`config.mk`:
```
export PLATFORM = sky130hd
export DESIGN_NAME = counter_tick_gen
export DESIGN_NICKNAME = d
export VERILOG_FILES = /design/src/rtl/counter_tick_gen.sv
export SDC_FILE = /design/constraint.sdc
export NUM_CORES = 1
export LEC_CHECK = 0
export BUFFER_PORTS_ARGS = -buffer_cell sky130_fd_sc_hd__buf_2
export CORE_MARGIN = 2
export CORE_UTILIZATION = 58
export CTS_CLUSTER_SIZE = 20
export DETAILED_ROUTE_END_ITERATION = 10
export GPL_TIMING_DRIVEN = 0
export PLACE_DENSITY_LB_ADDON = 0.12
export SLEW_MARGIN = 20
export SYNTH_ARGS = -nofsm -noshare
export SYNTH_HDL_FRONTEND = slang
export SYNTH_SLANG_ARGS = --single-unit
```
`constraint.sdc`:
```
create_clock -name clk -period 2.9 [get_ports clk]
set_clock_uncertainty 0.15 [all_clocks]
set_input_delay 0.58 -clock clk [delete_from_list [all_inputs] [get_ports clk]]
set_output_delay 0.58 -clock clk [all_outputs]
set_load 0.02 [all_outputs]
```
`src/rtl/counter_tick_gen.sv`:
```
// rtl/counter_tick_gen.sv - trigger-armed prescaled tick generator; optional trig_i synchronizer via COUNTER_TICK_GEN_TRIG_SYNC_EN
module counter_tick_gen #(
    parameter int DIV_W = 32
) (
    input  logic             clk,
    input  logic             rstn,
    input  logic             enable,
    input  logic [DIV_W-1:0] div,
    input  logic             trig_i,
    input  logic             sw_start,
    input  logic             retrig_en,
    input  logic             done,
    output logic             start,
    output logic             timer_tick,
    output logic [1:0]       state,
    output logic [DIV_W-1:0] tick_cnt
);

    localparam logic [1:0] ST_IDLE  = 2'd0;
    localparam logic [1:0] ST_ARMED = 2'd1;
    localparam logic [1:0] ST_RUN   = 2'd2;
    localparam logic [1:0] ST_DONE  = 2'd3;

    logic [1:0]       state_q, state_d;
    logic             start_q, start_d;
    logic             tick_q, tick_d;
    logic [DIV_W-1:0] tick_cnt_q, tick_cnt_d;
    logic [DIV_W-1:0] presc_q, presc_d;
    logic [DIV_W-1:0] div_reg_q, div_reg_d;
    logic             trig_prev_q, trig_prev_d;
    logic             trig_s;
    logic             trig_ev;

`ifdef COUNTER_TICK_GEN_TRIG_SYNC_EN
    logic trig_s1_q, trig_s1_d;
    logic trig_s2_q, trig_s2_d;

    always_comb begin
        trig_s1_d = trig_i;
        trig_s2_d = trig_s1_q;
    end

    always_ff @(posedge clk or negedge rstn) begin
        if (!rstn) begin
            trig_s1_q <= 1'b0;
            trig_s2_q <= 1'b0;
        end else begin
            trig_s1_q <= trig_s1_d;
            trig_s2_q <= trig_s2_d;
        end
    end

    assign trig_s = trig_s2_q;
`else
    assign trig_s = trig_i;
`endif

    // History tracks every cycle, so a level already high on entry to ARMED is not an edge.
    assign trig_ev = (trig_s & ~trig_prev_q) | sw_start;

    always_comb begin
        state_d     = state_q;
        start_d     = 1'b0;
        tick_d      = 1'b0;
        tick_cnt_d  = tick_cnt_q;
        presc_d     = presc_q;
        div_reg_d   = div_reg_q;
        trig_prev_d = trig_s;

        if (!enable) begin
            state_d = ST_IDLE;
            presc_d = '0;
        end else begin
            case (state_q)
                ST_IDLE: begin
                    state_d = ST_ARMED;
                end
                ST_ARMED: begin
                    if (trig_ev) begin
                        state_d    = ST_RUN;
                        start_d    = 1'b1;
                        div_reg_d  = div;
                        presc_d    = '0;
                        tick_cnt_d = '0;
                    end
                end
                ST_RUN: begin
                    if (retrig_en && trig_ev) begin
                        start_d    = 1'b1;
                        div_reg_d  = div;
                        presc_d    = '0;
                        tick_cnt_d = '0;
                    // done is stale while the downstream load pulse is out
                    end else if (done && !start_q) begin
                        state_d = retrig_en ? ST_ARMED : ST_DONE;
                        presc_d = '0;
                    end else if (presc_q == div_reg_q) begin
                        tick_d     = 1'b1;
                        presc_d    = '0;
                        tick_cnt_d = tick_cnt_q + DIV_W'(1);
                    end else begin
                        presc_d = presc_q + DIV_W'(1);
                    end
                end
                default: begin
                    state_d = ST_DONE;
                end
            endcase
        end
    end

    always_ff @(posedge clk or negedge rstn) begin
        if (!rstn) begin
            state_q     <= ST_IDLE;
            start_q     <= 1'b0;
            tick_q      <= 1'b0;
            tick_cnt_q  <= '0;
            presc_q     <= '0;
            div_reg_q   <= '0;
            trig_prev_q <= 1'b0;
        end else begin
            state_q     <= state_d;
            start_q     <= start_d;
            tick_q      <= tick_d;
            tick_cnt_q  <= tick_cnt_d;
            presc_q     <= presc_d;
            div_reg_q   <= div_reg_d;
            trig_prev_q <= trig_prev_d;
        end
    end

    assign start      = start_q;
    assign timer_tick = tick_q;
    assign state      = state_q;
    assign tick_cnt   = tick_cnt_q;

endmodule

```
# ---- Yosys cells after proc, flatten, opt, wreduce, memory -nomap -nowiden
# Index checks and enable logic that the tools add are counted.
dict set report word_totals {
  register_bits 101
  inputBits 39
}
dict set report classes {
  add_sub_neg 2
  bitwise_logic 3
  n_eq_ne 11
  reduce_logical 9
  mux 28
}
# cell n
set ops {}
lappend ops {{2-to-1 mux 32 bit} 10}
lappend ops {{one-hot mux 32 bit (2 select lines)} 3}
lappend ops {{adder 32 x 1 -> 32 bit (second input constant)} 2}
lappend ops {{== test 32 bit} 1}
lappend ops {{!= test 3 bit (second input constant)} 5}
lappend ops {{2-to-1 mux 2 bit} 5}
lappend ops {{2-to-1 mux 1 bit} 8}
lappend ops {{one-hot mux 2 bit (3 select lines)} 1}
lappend ops {{AND reduction 5 bit} 1}
lappend ops {{!= test 2 bit (second input constant)} 2}
lappend ops {{AND reduction 4 bit} 1}
lappend ops {{!= test 3 x 1 -> 1 bit (second input constant)} 1}
lappend ops {{AND reduction 3 bit} 1}
lappend ops {{== test 2 x 1 -> 1 bit (second input constant)} 1}
lappend ops {{== test 2 bit (second input constant)} 1}
lappend ops {{logical AND 1 bit} 2}
lappend ops {{zero test 2 bit} 1}
lappend ops {{one-hot mux 1 bit (2 select lines)} 1}
lappend ops {{AND reduction 2 bit} 1}
lappend ops {{nonzero test 2 bit} 1}
lappend ops {{bitwise AND 1 bit} 1}
lappend ops {{zero test 1 bit} 1}
lappend ops {{NOT 1 bit} 1}
lappend ops {{bitwise OR 1 bit} 1}

# ---- Longest topological paths before layout
# Gate-level depths: netlist of run 1.
dict set report depth {
  ltp_word 7
  ltp_mapped 10
}

# ---- Worst setup path after synthesis of run 1
# No wires, ideal clock.
dict set report synth_timing {
  kind {flip-flop to flip-flop}
  start {register state_q[0], in the netlist state[0]}
  end {register tick_cnt_q[11], in the netlist tick_cnt[11]}
  path_stages_with_launch 9
  required_ns 2.673
  setup_slack_ns 0.384
  setup_time_ns 0.077
  t_arrival_ns 2.288
  synth_period_minus_slack_ns 2.516
  cell_sequence {dfrtp_1 inv_1 ha_1 and2b_1 a21oi_1 o21ai_1 or3_1 or4_1 o21ai_1}
}
dict set report synth_via {
  elab_chain_cells 3
}
# item line_no
set synth_rtl {}
lappend synth_rtl {{start: declaration} 24} ;# logic [1:0] state_q, state_d;
lappend synth_rtl {{start signal: assignment} 122} ;# state_q <= state_d;
lappend synth_rtl {{== test 2 bit / == test 2 x 1 -> 1 bit (equally long branches)} 74} ;# case (state_q)
lappend synth_rtl {{!= test 3 bit (no source line) (tied with other cells)} --}
lappend synth_rtl {{AND reduction 5 bit (no source line)} --}
lappend synth_rtl {{end signal: assignment} 125} ;# tick_cnt_q <= tick_cnt_d;
lappend synth_rtl {{end: declaration} 27} ;# logic [DIV_W-1:0] tick_cnt_q, tick_cnt_d;
# Several ways; a longest one is shown, not always the timed one.
# A chain may end at the register's enable or synchronous reset.

# ---- Worst setup path in the final report of run 1
# Ends and elaborated chain as after synthesis.

==> results of run 1 <==
## sequential cells by signal, indices dropped and copies added, names as in the netlist
register	cells
div_reg_q	32
presc_q	32
tick_cnt	32
state	2
start	1
timer_tick	1
trig_prev_q	1
## power groups by stage
stage               combinational [mW]  sequential, mW  clock [mW]
floorplan                        0.668            1.83           0
global placement                 0.878            1.85           0
detailed placement               0.917            1.86           0
CTS                              0.923            1.83       0.952
global route                      1.01            1.86        1.00
finish                           0.916            1.83       0.935
## cell families after synthesis
group | synth area share
compound gates | 0.0801
xor+xnor | 0.0900
fa+ha+maj | 0.0115
buf+inv | 0.0298
flops | 0.464
mux | 0.0992
simple gates | 0.226
## worst max-delay path by stage
| stage | endpoint | slack, ns | depth (start not counted) |
|---|---|---|---|
| final | tick_cnt[11] | 0.19 | 8 |
| after global routing | tick_cnt[14] | 0.02 | 9 |
| after CTS | div_reg_q[23] | 0.04 | 8 |
| after detailed placement | div_reg_q[23] | 0.05 | 7 |
| after global placement | div_reg_q[27] | 0.04 | 1 |
| after floorplan | tick_cnt[11] | 0.38 | 8 |
## area by class of cell
cell class | count | share of cell area
multi-input combinational | 408 | 0.445
clock inverter | 7 | 0.0127
buffer | 23 | 0.0185
inverter | 13 | 0.00784
sequential | 101 | 0.406
tap | 111 | 0.0223
timing repair buffer | 77 | 0.0678
clock buffer | 9 | 0.0199
## cells in the final DEF, fill, tap and decap left out, drive strengths merged, types with 3 or more instances in the layout
| master | synthesis | layout |
|---|---|---|
| xnor2 | 39 | 39 |
| xor2 | 17 | 17 |
| nor3 | 16 | 16 |
| inv | 13 | 16 |
| or4 | 11 | 11 |
| o311ai | 5 | 5 |
| o21ai | 14 | 14 |
| clkbuf | 11 | 20 |
| and2 | 5 | 5 |
| nor4 | 7 | 7 |
| or3 | 5 | 5 |
| dfrtp | 101 | 101 |
| nand2 | 61 | 61 |
| mux2 | 32 | 32 |
| nand4 | 25 | 25 |
| clkinv | 0 | 3 |
| or2 | 3 | 3 |
| a32oi | 3 | 3 |
| a21oi | 5 | 5 |
| o211ai | 9 | 9 |
| a31oi | 4 | 4 |
| mux2i | 18 | 18 |
| nand2b | 17 | 17 |
| buf | 12 | 88 |
| nor2 | 41 | 41 |
| and3 | 10 | 10 |
| nand3 | 30 | 30 |
| ha | 5 | 5 |
## routing by layer
metal	wire (um)	part of all wire
met2	6380	0.50
met4	344	0.027
met5	0	0
met3	581	0.045
met1	5520	0.43
## timing repair
action                                 in CTS  in global routing
gates resized for setup                     0                  4
endpoints found under the hold margin      28                  0
setup endpoints to repair                   0                 30
setup buffers                               0                  1
hold buffers                                1                  0
## worst max-delay path, stage by stage (launching register included)
cell and delay [ns]:
dfrtp_1 0.43, inv_1 0.07, ha_1 0.28, and2b_1 0.23
a21oi_1 0.21, o21ai_2 0.19, or3_1 0.51, or4_1 0.43
o21ai_1 0.13
## through the flow
step | setup slack, ns | hold WS [ns]
after floorplan | 0.384 | 0.134
after detailed placement | 0.0496 | 0.368
after global routing | 0.0229 | 0.182
after CTS | 0.0350 | 0.178
after global placement | 0.0390 | 0.361
final | 0.189 | 0.185
==> metrics.txt, run 1 <==
Synth area leaders dfrtp_1 (46%), mux2_2 (6.6%), xnor2_1 (6.3%); Via density 5.97; global-route met1 utilization 0.329; crit-path max FO 10; Achievable Freq 0.369 GHz; Comb pwr share 0.249; fin crit period 2.71 ns; Hold WC Path Type in2reg; I/O Pins 75; CTS Root Cell clkbuf_8; core area just over 0.009 mm^2; flip-flop and latch area ~0.0025 mm^2; vias in the first global route approximately 4,400; Netlist cell types 53; Layout fillers about 760; asr flop ratio synth 1.00; GRT busiest layer met2; layout cells sized above 1 0.237; WP data arrival around 2.9 ns; Hold Path Cell Cnt 1; TNS Setup 0 ns; Global Route met3 Usage 0.0492; drc violations 0; Num CTS Buffers 9; area added between synthesis and finish 14.1%; Syn Inst Count around 550; #FFs+latches synth between 100 and 150; VDD IR max approximately 380 uV; Clk network pwr share 0.254; max cap viols 0; first-pass GRT wire length ~21,000 um; HP Start trig_i; Power, Total around 3.7 mW; CP Capture Type register; Clock Tree Buf Depth 2; Synth Flop Type dfrtp_1; syn nets between 500 and 600; R2R Setup Slk roughly 0.19 ns; Sequential Power Share 0.497; grt met2 use 0.456; fin nets about 680; Syn Area/Cell approximately 10 um^2; Wirelength per Cell ~17 um; outcome completed; hold violation count in the final report 0; count leader, synth dfrtp_1; Worst-Margin Slew around 0.85 ns; Worst R2R Start state[0]; TritonCTS Sinks between 100 and 150; DRT iter0 DRCs 240; final setup fails 0; clock slew seen by the registers of the worst setup and hold paths 0.10 ns; P_int between 2 and 3 mW; Sw Pwr 1.16 mW; final cell count without fillers approximately 750; Max Slew Vio Count 0; area of the multi-input gates about 0.0028 mm^2; TritonCTS clock tree done; Routed Wire Length 12,800 um; YS warnings 0; global placer's final weighted congestion between 0.8 and 0.9; initial antenna violation count 0; Port Buffers 74; ant diodes 0; LEAKAGE 2.59 nW; DP HPWL around 9300 um; reg2reg path depth 8; die width around 100 um; Req. time, crit path 3.05 ns; CP Launch Type register; largest net degree at the start of global routing 58; via count 4,472; Synth top cells by count dfrtp_1 (101), nand2_1 (61), nor2_1 (41); H-tree levels 3; cell row count 35; Slew headroom 0.430; Final Util 0.676; PwrDens 592 mW/mm^2; first-pass iteration count of the detailed router 5; Initial Utilization 0.593; Reg-to-Reg End tick_cnt[11]; period utilization 0.935; Post-synth EDFFs 0; gr usage total 0.263; critical path class reg2reg; share of the synthesized area in the top cell type 0.464; GR Overflow Total 0; unrepaired setup endpoints after global routing no; Seq/Total Area, Yosys 0.464; Critical Path Source state[0]; die area around 0.01 mm^2; Hold Path Sink trig_prev_q; Skew-Pair Late Insertion Delay around 0.37 ns; Finished Cell Area roughly 0.0062 mm^2; post-synthesis cell area roughly 0.0055 mm^2; Area after DPL ~0.0060 mm^2; Cells after DPL 731; final antenna-violating net count 0; Die H 101 um; switching share of power 0.315; cell taking the most area after synthesis dfrtp_1
(Power assumes the default switching activity.)
==> run 2, diff against run 1 <==
--- a/config.mk
+++ b/config.mk
@@ -5,9 +5,12 @@
 export SDC_FILE = /design/constraint.sdc
 export NUM_CORES = 1
 export LEC_CHECK = 0
+export ABC_AREA = 1
 export BUFFER_PORTS_ARGS = -buffer_cell sky130_fd_sc_hd__buf_2
+export CELL_PAD_IN_SITES_DETAIL_PLACEMENT = 1
+export CELL_PAD_IN_SITES_GLOBAL_PLACEMENT = 2
 export CORE_MARGIN = 2
-export CORE_UTILIZATION = 58
+export CORE_UTILIZATION = 34
 export CTS_CLUSTER_SIZE = 20
 export DETAILED_ROUTE_END_ITERATION = 10
 export GPL_TIMING_DRIVEN = 0
==> run 2 against run 1 <==
Effect of this change: the flow now finishes with violations (hold timing); global-route usage decreased by 4.7 points; combinational power increased by 68%; sequential power increased by 5%; maximum frequency increased by 9.1%; final cell count increased by 58%; critical path type unchanged; highest routed layer unchanged.
==> metrics.txt, run 2 <==
YS warnings 0 (unchanged); Via density 5.03 (-16%); Initial Utilization 0.349 (-0.243); Slew headroom 0.533 (+0.103); period utilization 0.857 (-0.0782); Post-CTS Setup Inserts 0 (unchanged); hold_ws -0.00110 ns (-0.186 ns); TritonCTS Sinks 101 (unchanged); clock slew seen by the registers of the worst setup and hold paths 0.07 ns (-0.03 ns); vias in the first global route 6,355 (+44%); asr flop ratio synth 1.00 (unchanged); die area 0.0197 mm^2 (+93%); Port Buffers 74 (unchanged); largest net degree at the start of global routing 56 (-3.4%); core area 0.0181 mm^2 (+97%); die width 140 um (+39%); area added between synthesis and finish 15.7%; crit-path max FO 7 (-3); unrepaired setup endpoints after global routing no; Max Slew Vio Count 0 (unchanged); layout cells sized above 1 0.158 (-0.0789); outcome finished, violations left; fin crit period 2.48 ns (-0.227 ns); first-pass GRT wire length 33,500 um (+59%); hold violation count in the final report 1 (+1); Wirelength per Cell 17.3 um (+0.80%); Routed Wire Length 20,500 um (+60%); CP Capture Type register; GR Overflow Total 0 (unchanged); global placer's final weighted congestion 0.926 (+7.6%); H-tree levels 3 (unchanged); final cell count without fillers 1,187 (+58%); Seq/Total Area, Yosys 0.400 (-0.0637); Post-synth EDFFs 0 (unchanged); Syn Inst Count 867 (+59%); Num CTS Buffers 9 (unchanged); Die H 140 um (+39%); PwrDens 649 mW/mm^2 (+9.7%); #FFs+latches synth 101 (unchanged); Hold WC Path Type in2async; I/O Pins 75 (unchanged); gr usage total 0.216 (-0.0470); Synth Flop Type dfrtp_1; Clock Tree Buf Depth 2 (unchanged); DP HPWL 16,000 um (+71%); drc violations 0 (unchanged); share of the synthesized area in the top cell type 0.400 (-0.0637); WP data arrival 2.63 ns (-0.23 ns); cell row count 49 (+40%); syn nets 911 (+55%); CTS resizes 0 (unchanged); critical path class reg2reg; via count 5,968 (+33%); post-synthesis cell area 0.00632 mm^2 (+16%); number of hold buffers added after CTS 0 (-1); Cells after DPL 1,171 (+60%); final setup fails 0 (unchanged); Synth Area in Compound Gates 0.0418 (-0.0383); fin nets 997 (+47%); Power, Total 4.74 mW (+29%); final antenna-violating net count 0 (unchanged); Synth area leaders dfrtp_1 (40%), nand2_1 (15%), nor2_1 (7.4%); Syn Area/Cell 7.29 um^2 (-27%); violated checks hold timing; Achievable Freq 0.403 GHz (+9.1%); multiplexer share of the synthesized area 0.0410 (-0.0582); Skew-Pair Late Insertion Delay 0.36 ns (about the same); TritonCTS clock tree done; CTS Root Cell clkbuf_16; DRT iter0 DRCs 243 (+1.3%); Layout fillers 2,288 (+200%); first-pass iteration count of the detailed router 4 (-1); Area after DPL 0.00701 mm^2 (+17%); VDD IR max 267 uV (-29%); initial antenna violation count 1 (+1); Netlist cell types 40 (-25%); post-synthesis xor/xnor area fraction 0.0610 (-0.0290); LEAKAGE 3.32 nW (+28%); count leader, synth nand2_1; final setup margin 0.416 ns (+0.227 ns); Req. time, crit path 3.05 ns (about the same); dpl ws 0.358 ns (+0.308 ns); TNS Setup 0 ns (unchanged); commonest cells after routing, fill and taps aside nand2_1 (245), nor2_1 (124), dfrtp_1 (101); area of the multi-input gates 0.00327 mm^2 (+18%); adder-cell share of the synthesized area 0.00990 (-0.00158); Synth top cells by count nand2_1 (245), nor2_1 (124), dfrtp_1 (101); CP Launch Type register; most common cell after layout, fill and taps aside nand2_1; Final Util 0.404 (-0.272); Finished Cell Area 0.00731 mm^2 (+17%); flip-flop and latch area 0.00253 mm^2 (unchanged); largest family of logic cells by synthesized area simple AND/OR/NAND/NOR gates; max cap viols 0 (unchanged); Simple-Gate Fraction of Synth Area 0.364 (+0.139); cell taking the most area after synthesis dfrtp_1; Worst-Margin Slew 0.700 ns (-0.148 ns)
run 2: cell types whose count changed after synthesis, sizes merged, moves of 11 or more:
cell    delta
xnor2     -13
nand3     +48
nor3      +22
inv       +78
nand2b    -17
mux2i     -18
nor2      +86
or4       -11
a21oi     +13
nand2    +190
run 2: report_power, final:
group / switching [mW] / leakage [nW] / internal [mW]
registers: 0.249 / 1.32 / 1.69
logic: 0.936 / 1.85 / 0.605
clock network: 0.593 / 0.144 / 0.675
total: 1.78 / 3.32 / 2.97
run 2: cells by family after synthesis:
| kind of cell | count (synthesis) |
|---|---|
| flip-flops | 101 |
| multiplexers | 23 |
| AND/OR/NAND/NOR | 530 |
| XOR/XNOR | 44 |
| buffers and inverters | 116 |
| AO/OA/AOI/OAI | 48 |
| adder cells (fa/ha/maj) | 5 |
run 2: critical path, cell delays in order, from the launching register on:
cell and delay [ns]:
dfrtp_1 0.51, ha_1 0.33, nand2_1 0.11, nor2_2 0.31
nand2_1 0.18, nor2_1 0.31, or2_2 0.17, nand3_1 0.05
nor2_1 0.11, nand3_1 0.09, nand2_1 0.09
run 2: area by class of cell:
cell class / count / share of cell area
clock inverters: 6 / 0.00976
diodes: 1 / 0.000342
multi-input cells: 650 / 0.448
plain buffers: 24 / 0.0236
flip-flops and latches: 101 / 0.346
clock buffers: 9 / 0.0308
well taps: 229 / 0.0392
inverters: 92 / 0.0473
repair buffers: 75 / 0.0553
run 2: path summary, 6_finish.rpt:
| path | from | endpoint | slack, ns | cells after the start |
|---|---|---|---|---|
| hold / removal | rstn | div_reg_q[4] | -0.001 | 1 |
| setup reg to reg | tick_cnt[0] | tick_cnt[10] | 0.42 | 10 |
| hold reg to reg | tick_cnt[31] | tick_cnt[31] | 0.36 | 2 |
| max in group asynchronous | rstn | tick_cnt[24] | 1.93 | 2 |
| min in group clk | trig_i | trig_prev_q | 0.19 | 1 |
| setup / recovery | tick_cnt[0] | tick_cnt[10] | 0.42 | 10 |
run 2: per-layer routing:
metal / share of wire / wire length, um / GRT usage / vias up
met3: 0.031 / 645 / 0.0369 / 28
met4: 0.024 / 492 / 0.0675 / 0
met5: 0 / 0 / 0 / -
met2: 0.53 / 10900 / 0.406 / 94
li1: - / - / - / 2937
met1: 0.41 / 8470 / 0.249 / 2909
==> run 3, diff against run 2 <==
--- a/config.mk
+++ b/config.mk
@@ -14,7 +14,7 @@
 export CTS_CLUSTER_SIZE = 20
 export DETAILED_ROUTE_END_ITERATION = 10
 export GPL_TIMING_DRIVEN = 0
-export PLACE_DENSITY_LB_ADDON = 0.12
+export PLACE_DENSITY = 0.9
 export SLEW_MARGIN = 20
 export SYNTH_ARGS = -nofsm -noshare
 export SYNTH_HDL_FRONTEND = slang
==> run 3 against run 2 <==
Effect of this change: the run now ends clean; via count down 1.1%; sequential power about the same; routed wire length decreased by 5.2%; largest cell class unchanged; largest power group unchanged; highest routed layer unchanged.
==> metrics.txt, run 3 (synthesis results as in run 2) <==
die width 140 um (unchanged); layout cells sized above 1 0.159 (+0.000879); CP Capture Type register; final antenna-violating net count 0 (unchanged); unrepaired setup endpoints after global routing no; delay-heaviest family, CP simple AND/OR/NAND/NOR gates; first-pass GRT wire length 32,300 um (-3.6%); max cap viols 0 (unchanged); Hold WC Path Type in2async; Sequential Power Share 0.407 (about the same); final setup fails 0 (unchanged); R2R Setup Slk 0.49 ns (+0.08 ns); first-pass iteration count of the detailed router 4 (unchanged); global-route met1 utilization 0.257 (+0.00855); Power, Total 4.72 mW (-0.42%); initial antenna violation count 0 (-1); die area 0.0197 mm^2 (unchanged); CTS Root Cell clkbuf_16; GR Overflow Total 0 (unchanged); Achievable Freq 0.415 GHz (+3.2%); worst path cell trace inv_1, ha_1, o21ai_0, nand2_1, buf_4, nand3_1, nor3_1, nand4_1, nand2_1, nor2_1; fin nets 997 (unchanged); Global Route met3 Usage 0.0325 (-0.00444); final setup margin 0.492 ns (+0.0768 ns); DRT iter0 DRCs 252 (+3.7%); slowest stage delay, CP 0.43 ns (-0.08 ns); grt met2 use 0.370 (-0.0351); Routed Wire Length 19,400 um (-5.2%); core area 0.0181 mm^2 (unchanged); CP Launch Type register; Sw Pwr 1.76 mW (-1.1%); Worst R2R Start state[0]; crit-path max FO 10 (+3); Slew headroom 0.553 (+0.0197); clock slew seen by the registers of the worst setup and hold paths 0.08 ns (about the same); Port Buffers 74 (unchanged); commonest cells after routing, fill and taps aside nand2_1 (245), nor2_1 (124), dfrtp_1 (101); LEAKAGE 3.32 nW (+0.11%); Clock Tree Buf Depth 2 (unchanged); ant diodes 0 (-1); Area after DPL 0.00701 mm^2 (unchanged); outcome completed; Buf/Inv on CP 2 (+2); P_int 2.97 mW (about the same); Reg-to-Reg End presc_q[24]; GRT busiest layer met2; Post-CTS Setup Inserts 0 (unchanged); Worst path most repeated cell nand2_1; Clk network pwr share 0.267 (about the same); PwrDens 646 mW/mm^2 (-0.40%); Initial Utilization 0.349 (unchanged); VDD IR max 293 uV (+9.4%); most common cell after layout, fill and taps aside nand2_1; Worst-Margin Slew 0.670 ns (-0.0295 ns); H-tree levels 3 (unchanged); CTS resizes 0 (unchanged); Finished Cell Area 0.00731 mm^2 (about the same); Via density 4.97 (-1.1%); gr usage total 0.207 (-0.00847); TritonCTS Sinks 101 (unchanged); switching share of power 0.372 (-0.00268); Num CTS Buffers 9 (unchanged); period utilization 0.830 (-0.0265); Max Slew Vio Count 0 (unchanged); Layout fillers 2,269 (-0.83%); WP data arrival 2.51 ns (-0.12 ns); Comb pwr share 0.326 (about the same); fin crit period 2.41 ns (-0.0768 ns); cell row count 49 (unchanged); Skew-Pair Late Insertion Delay 0.37 ns (about the same); hold violation count in the final report 0 (-1); DP HPWL 14,900 um (-6.5%); critical path class reg2reg; drc violations 0 (unchanged); via count 5,900 (-1.1%); Die H 140 um (unchanged); area added between synthesis and finish 15.6% (about the same); vias in the first global route 6,208 (-2.3%); number of hold buffers added after CTS 0 (unchanged); critical path's slowest cell dfrtp_1; TritonCTS clock tree done; reg2reg path depth 10 (unchanged); largest net degree at the start of global routing 60 (+7.1%); I/O Pins 75 (unchanged); dpl ws 0.328 ns (-0.0298 ns); Wirelength per Cell 16.4 um (-5.2%); global placer's final weighted congestion 0.886 (-4.3%); Req. time, crit path 3.00 ns (-0.05 ns)
run 3: cell count changes in the layout (fill, tap and decap cells not counted):
cell | previous run | this run
clkinv_2 | 1 | 3
clkinv_4 | 1 | 0
diode_2 | 1 | 0
run 3: worst max-delay path by stage:
stage,from,endpoint,cells after the start
CTS,state[0],presc_q[24],10
floorplan,state[0],div_reg_q[29],8
global route,state[0],presc_q[24],10
global placement,rstn,presc_q[20],1
detailed placement,trig_i,tick_cnt[28],11
finish,state[0],presc_q[24],10
run 3: per-layer routing:
layer	up-vias	wire length, um
met5	-	0
met4	0	320
met3	19	547
met2	77	9830
met1	2869	8720
li1	2935	-
run 3: stage by stage:
step            util  std cells  setup TNS, ns  hold slack (ns)
3_3_place_gp   0.386       1170         -20.00            0.347
4_1_cts        0.404       1187              0           0.0676
2_1_floorplan      -        867              0            0.134
6_report       0.404       1187              0           0.0501
3_5_place_dp   0.388       1171              0            0.357
5_1_grt        0.404       1187              0           0.0963
run 3: power by group through the flow:
stage          registers [mW]  clock network [mW]  logic [mW]
2_1_floorplan            1.94                   0        1.05
3_3_place_gp             1.94                   0        1.52
3_5_place_dp             1.96                   0        1.56
4_1_cts                  1.93                1.31        1.57
5_1_grt                  1.97                1.34        1.72
6_report                 1.92                1.26        1.54
run 3: layout make-up:
cell class	instances	area (um^2)	share of cell area
Clock inverter	7	72.6	0.00993
Tap cell	229	287	0.0392
Multi-Input combinational cell	650	3270	0.448
Inverter	92	345	0.0473
Buffer	24	173	0.0236
Sequential cell	101	2530	0.346
Clock buffer	9	225	0.0308
Timing Repair Buffer	75	404	0.0553
